`src/rtl/pipeline_hazard_unit_if.sv`:
```
// Decode/execute boundary bundle for pipeline_hazard_unit: decode operands, forwarding
// sources and stage status in; stage enables, bubble, muxed operands and status out.
interface pipeline_hazard_unit_if #(
  parameter int DATA_WIDTH     = 16,
  parameter int REG_ADDR_WIDTH = 4,
  parameter int CTRL_WIDTH     = 6,
  parameter int NUM_STAGES     = 5,
  parameter int NUM_FWD        = 3,
  parameter int STAT_WIDTH     = 16
);
  logic [CTRL_WIDTH-1:0]             ctrl;
  logic [REG_ADDR_WIDTH-1:0]         A_addr;
  logic [REG_ADDR_WIDTH-1:0]         B_addr;
  logic                              A_used;
  logic                              B_used;
  logic [DATA_WIDTH-1:0]             dataA_p2;
  logic [DATA_WIDTH-1:0]             dataB_p2;
  logic [NUM_FWD*REG_ADDR_WIDTH-1:0] fwd_addr;
  logic [NUM_FWD-1:0]                fwd_we;
  logic [NUM_FWD-1:0]                fwd_dv;
  logic [NUM_FWD*DATA_WIDTH-1:0]     fwd_data;
  logic [NUM_STAGES-1:0]             done;
  logic [NUM_STAGES-1:0]             stage_en;
  logic                              bubble_p3;
  logic [DATA_WIDTH-1:0]             muxA_data;
  logic [DATA_WIDTH-1:0]             muxB_data;
  logic                              stall;
  logic                              eof;
  logic [STAT_WIDTH-1:0]             stall_count;
  // Controller FSM state (0 = RUN, 1 = DRAIN, 2 = HALT), exposed for observation.
  logic [1:0]                        state_dbg;

  modport master (
    output ctrl, A_addr, B_addr, A_used, B_used, dataA_p2, dataB_p2,
           fwd_addr, fwd_we, fwd_dv, fwd_data, done,
    input  stage_en, bubble_p3, muxA_data, muxB_data, stall, eof, stall_count, state_dbg
  );

  modport slave (
    input  ctrl, A_addr, B_addr, A_used, B_used, dataA_p2, dataB_p2,
           fwd_addr, fwd_we, fwd_dv, fwd_data, done,
    output stage_en, bubble_p3, muxA_data, muxB_data, stall, eof, stall_count, state_dbg
  );
endinterface

```
`src/rtl/pipeline_hazard_unit.sv`:
```
// Pipeline hazard unit: operand forwarding, load-use stall/bubble, per-stage enables and
// counted EOF drain. Optional stall statistics counter enabled by macro HAZARD_STATS_EN.
module pipeline_hazard_unit #(
  parameter int DATA_WIDTH     = 16,
  parameter int REG_ADDR_WIDTH = 4,
  parameter int CTRL_WIDTH     = 6,
  parameter int NUM_STAGES     = 5,
  parameter int NUM_FWD        = 3,
  parameter logic [CTRL_WIDTH-1:0] EOF_OP = CTRL_WIDTH'(6'h3F),
  parameter int STAT_WIDTH     = 16
) (
  input logic                  clk,
  input logic                  RST,
  pipeline_hazard_unit_if.slave bus
);
  localparam int CNT_W = $clog2(NUM_STAGES);
  localparam logic [CNT_W-1:0] DRAIN_LOAD = CNT_W'(NUM_STAGES - 2);

  typedef enum logic [1:0] {RUN = 2'd0, DRAIN = 2'd1, HALT = 2'd2} state_t;

  typedef struct packed {
    logic                  hit;
    logic                  dv;
    logic [DATA_WIDTH-1:0] data;
  } fwd_sel_t;

  state_t                state, state_n;
  logic [CNT_W-1:0]      drain_cnt, drain_cnt_n;
  logic                  eof_q, eof_n;
  logic [NUM_STAGES-1:0] stage_en_c;
  logic                  bubble_c;
  logic                  stall_c;
  logic                  haz_a, haz_b;
  fwd_sel_t              sel_a, sel_b;

  // Scan oldest to youngest so the youngest matching writer wins; r0 never forwards.
  function automatic fwd_sel_t select_fwd(
    input logic [REG_ADDR_WIDTH-1:0]         addr,
    input logic [NUM_FWD*REG_ADDR_WIDTH-1:0] f_addr,
    input logic [NUM_FWD-1:0]                we,
    input logic [NUM_FWD-1:0]                dv,
    input logic [NUM_FWD*DATA_WIDTH-1:0]     f_data
  );
    fwd_sel_t s;
    s = '0;
    for (int i = NUM_FWD - 1; i >= 0; i--) begin
      if (we[i] && (f_addr[i*REG_ADDR_WIDTH +: REG_ADDR_WIDTH] == addr) && (addr != '0)) begin
        s.hit  = 1'b1;
        s.dv   = dv[i];
        s.data = f_data[i*DATA_WIDTH +: DATA_WIDTH];
      end
    end
    return s;
  endfunction

  always_comb begin
    sel_a = select_fwd(bus.A_addr, bus.fwd_addr, bus.fwd_we, bus.fwd_dv, bus.fwd_data);
    sel_b = select_fwd(bus.B_addr, bus.fwd_addr, bus.fwd_we, bus.fwd_dv, bus.fwd_data);
  end

  assign bus.muxA_data = sel_a.hit ? sel_a.data : bus.dataA_p2;
  assign bus.muxB_data = sel_b.hit ? sel_b.data : bus.dataB_p2;

  assign haz_a   = bus.A_used && sel_a.hit && !sel_a.dv;
  assign haz_b   = bus.B_used && sel_b.hit && !sel_b.dv;
  assign stall_c = (haz_a || haz_b) && (state == RUN);

  always_comb begin
    state_n     = state;
    drain_cnt_n = drain_cnt;
    eof_n       = eof_q;
    stage_en_c  = '0;
    bubble_c    = 1'b0;
    case (state)
      RUN: begin
        // A stall freezes fetch/decode and pushes a NOP into execute.
        stage_en_c[0] = !stall_c;
        stage_en_c[1] = !stall_c && bus.done[0];
        stage_en_c[2] = stall_c || bus.done[1];
        for (int k = 3; k < NUM_STAGES; k++) stage_en_c[k] = bus.done[k-1];
        bubble_c = stall_c;
        if ((bus.ctrl == EOF_OP) && !stall_c) begin
          state_n     = DRAIN;
          drain_cnt_n = DRAIN_LOAD;
        end
      end
      DRAIN: begin
        for (int k = 2; k < NUM_STAGES; k++) stage_en_c[k] = bus.done[k-1];
        if (stage_en_c[NUM_STAGES-1]) begin
          drain_cnt_n = drain_cnt - 1'b1;
          if (drain_cnt == CNT_W'(1)) begin
            state_n = HALT;
            eof_n   = 1'b1;
          end
        end
      end
      HALT: begin
        state_n = HALT;
      end
      default: begin
        state_n = RUN;
      end
    endcase
  end

  always_ff @(posedge clk or negedge RST) begin
    if (!RST) begin
      state     <= RUN;
      drain_cnt <= '0;
      eof_q     <= 1'b0;
    end else begin
      state     <= state_n;
      drain_cnt <= drain_cnt_n;
      eof_q     <= eof_n;
    end
  end

`ifdef HAZARD_STATS_EN
  logic [STAT_WIDTH-1:0] stall_cnt_q;

  // Saturating: holds at all-ones instead of wrapping.
  always_ff @(posedge clk or negedge RST) begin
    if (!RST) begin
      stall_cnt_q <= '0;
    end else if (stall_c && (stall_cnt_q != '1)) begin
      stall_cnt_q <= stall_cnt_q + 1'b1;
    end
  end

  assign bus.stall_count = stall_cnt_q;
`else
  assign bus.stall_count = '0;
`endif

  assign bus.stage_en  = stage_en_c;
  assign bus.bubble_p3 = bubble_c;
  assign bus.stall     = stall_c;
  assign bus.eof       = eof_q;
  assign bus.state_dbg = state;
endmodule

```
`src/flat_wrapper.sv`:
```
// flat-port wrapper written by rule: the top's interface ports become plain ports
module pipeline_hazard_unit_flat 
#(
  parameter int DATA_WIDTH     = 16,
  parameter int REG_ADDR_WIDTH = 4,
  parameter int CTRL_WIDTH     = 6,
  parameter int NUM_STAGES     = 5,
  parameter int NUM_FWD        = 3,
  parameter logic [CTRL_WIDTH-1:0] EOF_OP = CTRL_WIDTH'(6'h3F),
  parameter int STAT_WIDTH     = 16
)
  (clk, RST, bus_ctrl, bus_A_addr, bus_B_addr, bus_A_used, bus_B_used, bus_dataA_p2, bus_dataB_p2, bus_fwd_addr, bus_fwd_we, bus_fwd_dv, bus_fwd_data, bus_done, bus_stage_en, bus_bubble_p3, bus_muxA_data, bus_muxB_data, bus_stall, bus_eof, bus_stall_count, bus_state_dbg);
  pipeline_hazard_unit_if #(.DATA_WIDTH(DATA_WIDTH), .REG_ADDR_WIDTH(REG_ADDR_WIDTH), .CTRL_WIDTH(CTRL_WIDTH), .NUM_STAGES(NUM_STAGES), .NUM_FWD(NUM_FWD), .STAT_WIDTH(STAT_WIDTH)) bus_i ();
  input logic clk;
  input logic RST;
  input wire logic [$bits(bus_i.ctrl)-1:0] bus_ctrl;
  input wire logic [$bits(bus_i.A_addr)-1:0] bus_A_addr;
  input wire logic [$bits(bus_i.B_addr)-1:0] bus_B_addr;
  input wire logic [$bits(bus_i.A_used)-1:0] bus_A_used;
  input wire logic [$bits(bus_i.B_used)-1:0] bus_B_used;
  input wire logic [$bits(bus_i.dataA_p2)-1:0] bus_dataA_p2;
  input wire logic [$bits(bus_i.dataB_p2)-1:0] bus_dataB_p2;
  input wire logic [$bits(bus_i.fwd_addr)-1:0] bus_fwd_addr;
  input wire logic [$bits(bus_i.fwd_we)-1:0] bus_fwd_we;
  input wire logic [$bits(bus_i.fwd_dv)-1:0] bus_fwd_dv;
  input wire logic [$bits(bus_i.fwd_data)-1:0] bus_fwd_data;
  input wire logic [$bits(bus_i.done)-1:0] bus_done;
  output wire logic [$bits(bus_i.stage_en)-1:0] bus_stage_en;
  output wire logic [$bits(bus_i.bubble_p3)-1:0] bus_bubble_p3;
  output wire logic [$bits(bus_i.muxA_data)-1:0] bus_muxA_data;
  output wire logic [$bits(bus_i.muxB_data)-1:0] bus_muxB_data;
  output wire logic [$bits(bus_i.stall)-1:0] bus_stall;
  output wire logic [$bits(bus_i.eof)-1:0] bus_eof;
  output wire logic [$bits(bus_i.stall_count)-1:0] bus_stall_count;
  output wire logic [$bits(bus_i.state_dbg)-1:0] bus_state_dbg;
  assign bus_i.ctrl = bus_ctrl;
  assign bus_i.A_addr = bus_A_addr;
  assign bus_i.B_addr = bus_B_addr;
  assign bus_i.A_used = bus_A_used;
  assign bus_i.B_used = bus_B_used;
  assign bus_i.dataA_p2 = bus_dataA_p2;
  assign bus_i.dataB_p2 = bus_dataB_p2;
  assign bus_i.fwd_addr = bus_fwd_addr;
  assign bus_i.fwd_we = bus_fwd_we;
  assign bus_i.fwd_dv = bus_fwd_dv;
  assign bus_i.fwd_data = bus_fwd_data;
  assign bus_i.done = bus_done;
  assign bus_stage_en = bus_i.stage_en;
  assign bus_bubble_p3 = bus_i.bubble_p3;
  assign bus_muxA_data = bus_i.muxA_data;
  assign bus_muxB_data = bus_i.muxB_data;
  assign bus_stall = bus_i.stall;
  assign bus_eof = bus_i.eof;
  assign bus_stall_count = bus_i.stall_count;
  assign bus_state_dbg = bus_i.state_dbg;
  pipeline_hazard_unit #(.DATA_WIDTH(DATA_WIDTH), .REG_ADDR_WIDTH(REG_ADDR_WIDTH), .CTRL_WIDTH(CTRL_WIDTH), .NUM_STAGES(NUM_STAGES), .NUM_FWD(NUM_FWD), .EOF_OP(EOF_OP), .STAT_WIDTH(STAT_WIDTH)) u_core (.clk(clk), .RST(RST), .bus(bus_i));
endmodule
```
`config.mk`:
```
export PLATFORM = sky130hd
export DESIGN_NAME = pipeline_hazard_unit_flat
export DESIGN_NICKNAME = d
export VERILOG_FILES = /design/src/rtl/pipeline_hazard_unit_if.sv /design/src/rtl/pipeline_hazard_unit.sv /design/src/flat_wrapper.sv
export SDC_FILE = /design/constraint.sdc
export NUM_CORES = 1
export LEC_CHECK = 0
export ABC_AREA = 1
export CAP_MARGIN = 20
export CORE_MARGIN = 3
export CORE_UTILIZATION = 37
export CTS_CLUSTER_DIAMETER = 120
export CTS_CLUSTER_SIZE = 20
export DETAILED_ROUTE_END_ITERATION = 10
export PLACE_DENSITY = 0.85
export SLEW_MARGIN = 10
export SYNTH_ARGS = -nofsm -noshare
export SYNTH_HDL_FRONTEND = slang
export SYNTH_SLANG_ARGS = --single-unit
```
`constraint.sdc`:
```
create_clock -name clk -period 3.3 [get_ports clk]
set_input_delay 0.66 -clock clk [delete_from_list [all_inputs] [get_ports clk]]
set_output_delay 0.66 -clock clk [all_outputs]
set_load 0.1 [all_outputs]
```
==> results.toml <==
[outcome]
status = "completed"

[synth]
syn_inst = 435
ys_ff_latch = 6
synth.distinct_cells = 27
ys_warn_count = 0
synth_seq_area_share_pct = 6.63
synth.area.top_cells = "nand2_1 24%, inv_1 11%, o211ai_1 11%"
synth_top_area_share_pct = 23.7
syn_avg_cell_area_sq_um = 5.20
yosys.area.top_type = "nand2_1"
syn_area_sq_um = 2260

[place]
gp_congestion = 0.897
post-place-ws_ps = -49.4
port_buffers = 161
hpwl_mm = 8.18

[critical_path]
criticalPathCategory = "primary input to output port"
cp_data_arrival_time_ps = 2550
cp_slowest_stage_delay_ps = 520
critPathCaptureType = "output port"
cp_cell_sequence = "clkdlybuf4s50_1 > inv_2 > nand2_1 > nand2_1 > nor2_2 > nand3_2 > nand2_1 > nor2_4 > nor2_4 > nand2_2 > nand2_4 > nand2_4 > inv_2 > nor2_2 > nor2_4 > buf_12"
worstPathRequired_ps = 2640
crit_path_top_delay_cell = "clkdlybuf4s50_1"
cp_max_fo = 3
regToRegSetupSlack_ps = 1410
cp-start-kind = "primary input"

[cells_and_area]
antenna_cells = 0
final_util_pct = 80.0
final_nets = 721
fillerInstances = 387
drive_above_1_share_pct = 21.4
syn2layout_area_growth_pct = 102

[power]
irDropWorstVdd_uv = 681
p_per_area_nw_per_um2 = 441
leakage_nw = 2.28

[detailed_routing]
wl_met2_mm = 5.21
top_layer_used = "met4"
detail_route.wl_per_cell_microns = 15.2
vias = 3368
drtIter0Drc = 195
met3_wirelength_microns = 899
ant_nets = 0
wl_mm = 10.1
drc = 0
vias_per_cell = 5.06
met1Wirelength_mm = 3.82
drt_first_pass_iters = 5

[clocking]
cts_tree = "built"
htreeDepth = 1
worstSkewPairLatency_ps = 220
cts-buffers-inserted = 3
root_buffer = "clkbuf_8"
clock_path_buffers = 2
clkSinkCount = 6
clk_pin_slew_worst_paths_ps = 40
cts_setup_buffers = 0

[floorplan]
start_util_pct = 39.6
coreArea_sq_um = 5710
die_h_microns = 84.2
dieArea_sq_um = 7090
rows = 27
fp.dieW_microns = 84.2
pin_count = 179

[timing]
fmax_mhz = 312
hold_violations = 0
fin_crit_ps = 3210
worst_hold_slack_ps = 477
worst_pin_slew_ps = 617
setup_ws_ps = 94.6
setup_viol = 0
clock_skew_ps = 2.78
slew_headroom_pct = 58.9
finalCritPeriodShare_pct = 97.1
maxSlewViolCount = 0

[global_routing]
antenna_found_initial = 0
grt_pass1_vias = 3239
grt.total_usage_pct = 26.4
grt_pass1_wl_mm = 15.8
grt_max_degree = 32
grt.overflow.total = 0

[hold_path]
hold_path.class = "flip-flop to flip-flop"

[run]
maxCapViolations = 0
==> metal layers <==
layer  vias up  GRT usage (%)
li1       1679              -
met1      1506           31.8
met2       165           48.3
met3        18           5.30
met4         0           5.26
met5         -              0
==> critical path, delay by kind of cell <==
family	cells	cell delay [ps]
and+or+nand+nor	12	1030
buffers and inverters	4	830
==> final timing paths <==
kind | startpoint | to | cells past startpoint
setup / recovery | bus_fwd_addr[0] | bus_stage_en[2] | 16
hold / removal | u_core.bus.eof$_DFFE_PN0P_ | u_core.bus.eof$_DFFE_PN0P_ | 1
setup reg to reg | u_core.bus.state_dbg[0]$_DFFE_PN0P_ | u_core.drain_cnt[2]$_DFFE_PN0P_ | 8
hold reg to reg | u_core.bus.eof$_DFFE_PN0P_ | u_core.bus.eof$_DFFE_PN0P_ | 1
max in group asynchronous | RST | u_core.bus.state_dbg[0]$_DFFE_PN0P_ | 1
min in group asynchronous | RST | u_core.drain_cnt[1]$_DFFE_PN0P_ | 1
==> report_power, final <==
group / internal, mW / switching, mW / total [mW]
sequential: 0.110 / 0.0321 / 0.142
clock: 0.0784 / 0.0324 / 0.111
combinational: 0.578 / 1.18 / 1.76
==> what timing repair did <==
| item | in CTS | in global routing |
|---|---|---|
| pin swaps | 0 | 3 |
| cloned | 0 | 0 |
| hold buffers | 0 | 0 |
| gates resized for setup | 4 | 21 |
| endpoints found under the setup margin | 11 | 36 |
==> cells in the final DEF, fill, tap and decap left out, drive strengths merged <==
cell type      instances
nor2                  34
o21ai                 40
a21oi                  3
buf                   53
o211ai                32
a31o                   1
inv                   76
dlygate4sd2            4
nand4                  6
conb                  16
xor2                   2
clkbuf                 5
clkdlybuf4s50        108
ha                     4
nand3                 42
a21boi                 1
a31oi                  1
dlymetal6s2s           7
dfrtp                  6
nand2                153
==> synth_stat cells (all sizes together) <==
master and number:
a21boi 1, a21oi 3, a31o 1, a31oi 1
buf 24, clkbuf 9, conb 1, dfrtp 6
ha 4, inv 76, nand2 153, nand3 42
nand4 6, nor2 34, o211ai 32, o21ai 40
xor2 2
==> metrics by stage <==
| step | cell area, sq um | total power [mW] | cells | TNS (ps) |
|---|---|---|---|---|
| floorplan | 2480 | 1.29 | 450 | -1510 |
| global placement | 4480 | 1.86 | 663 | 0 |
| detailed placement | 4480 | 1.89 | 663 | -142 |
| CTS | 4520 | 2.01 | 666 | 0 |
| global route | 4570 | 2.11 | 666 | -30.6 |
| finish | 4570 | 2.01 | 666 | 0 |
==> sequential cells by signal, indices dropped and copies added, names as in the netlist <==
signal and flops:
u_core.drain_cnt 3, u_core.bus.state_dbg 2, u_core.bus.eof 1
==> logic make-up (layout without fill, tap and decap cells) <==
logic type      Yosys count  in the layout  share of synthesized area, %
other cells               1             16                         0.166
fa+ha+maj                 4              4                          2.21
flops                     6              6                          6.63
buf+inv                 109            253                          21.3
xor+xnor                  2              2                         0.774
simple gates            235            235                          47.8
compound gates           78             78                          21.1
==> layout make-up <==
class | instances | area [sq um] | area share, %
Sequential cell | 6 | 150 | 3.29
Timing Repair Buffer | 174 | 2180 | 47.7
Tap cell | 72 | 90.1 | 1.97
Multi-Input combinational cell | 335 | 1780 | 39.0
Clock buffer | 3 | 41.3 | 0.904
Inverter | 76 | 327 | 7.15
No activity file was read; power rests on OpenSTA's default activity.
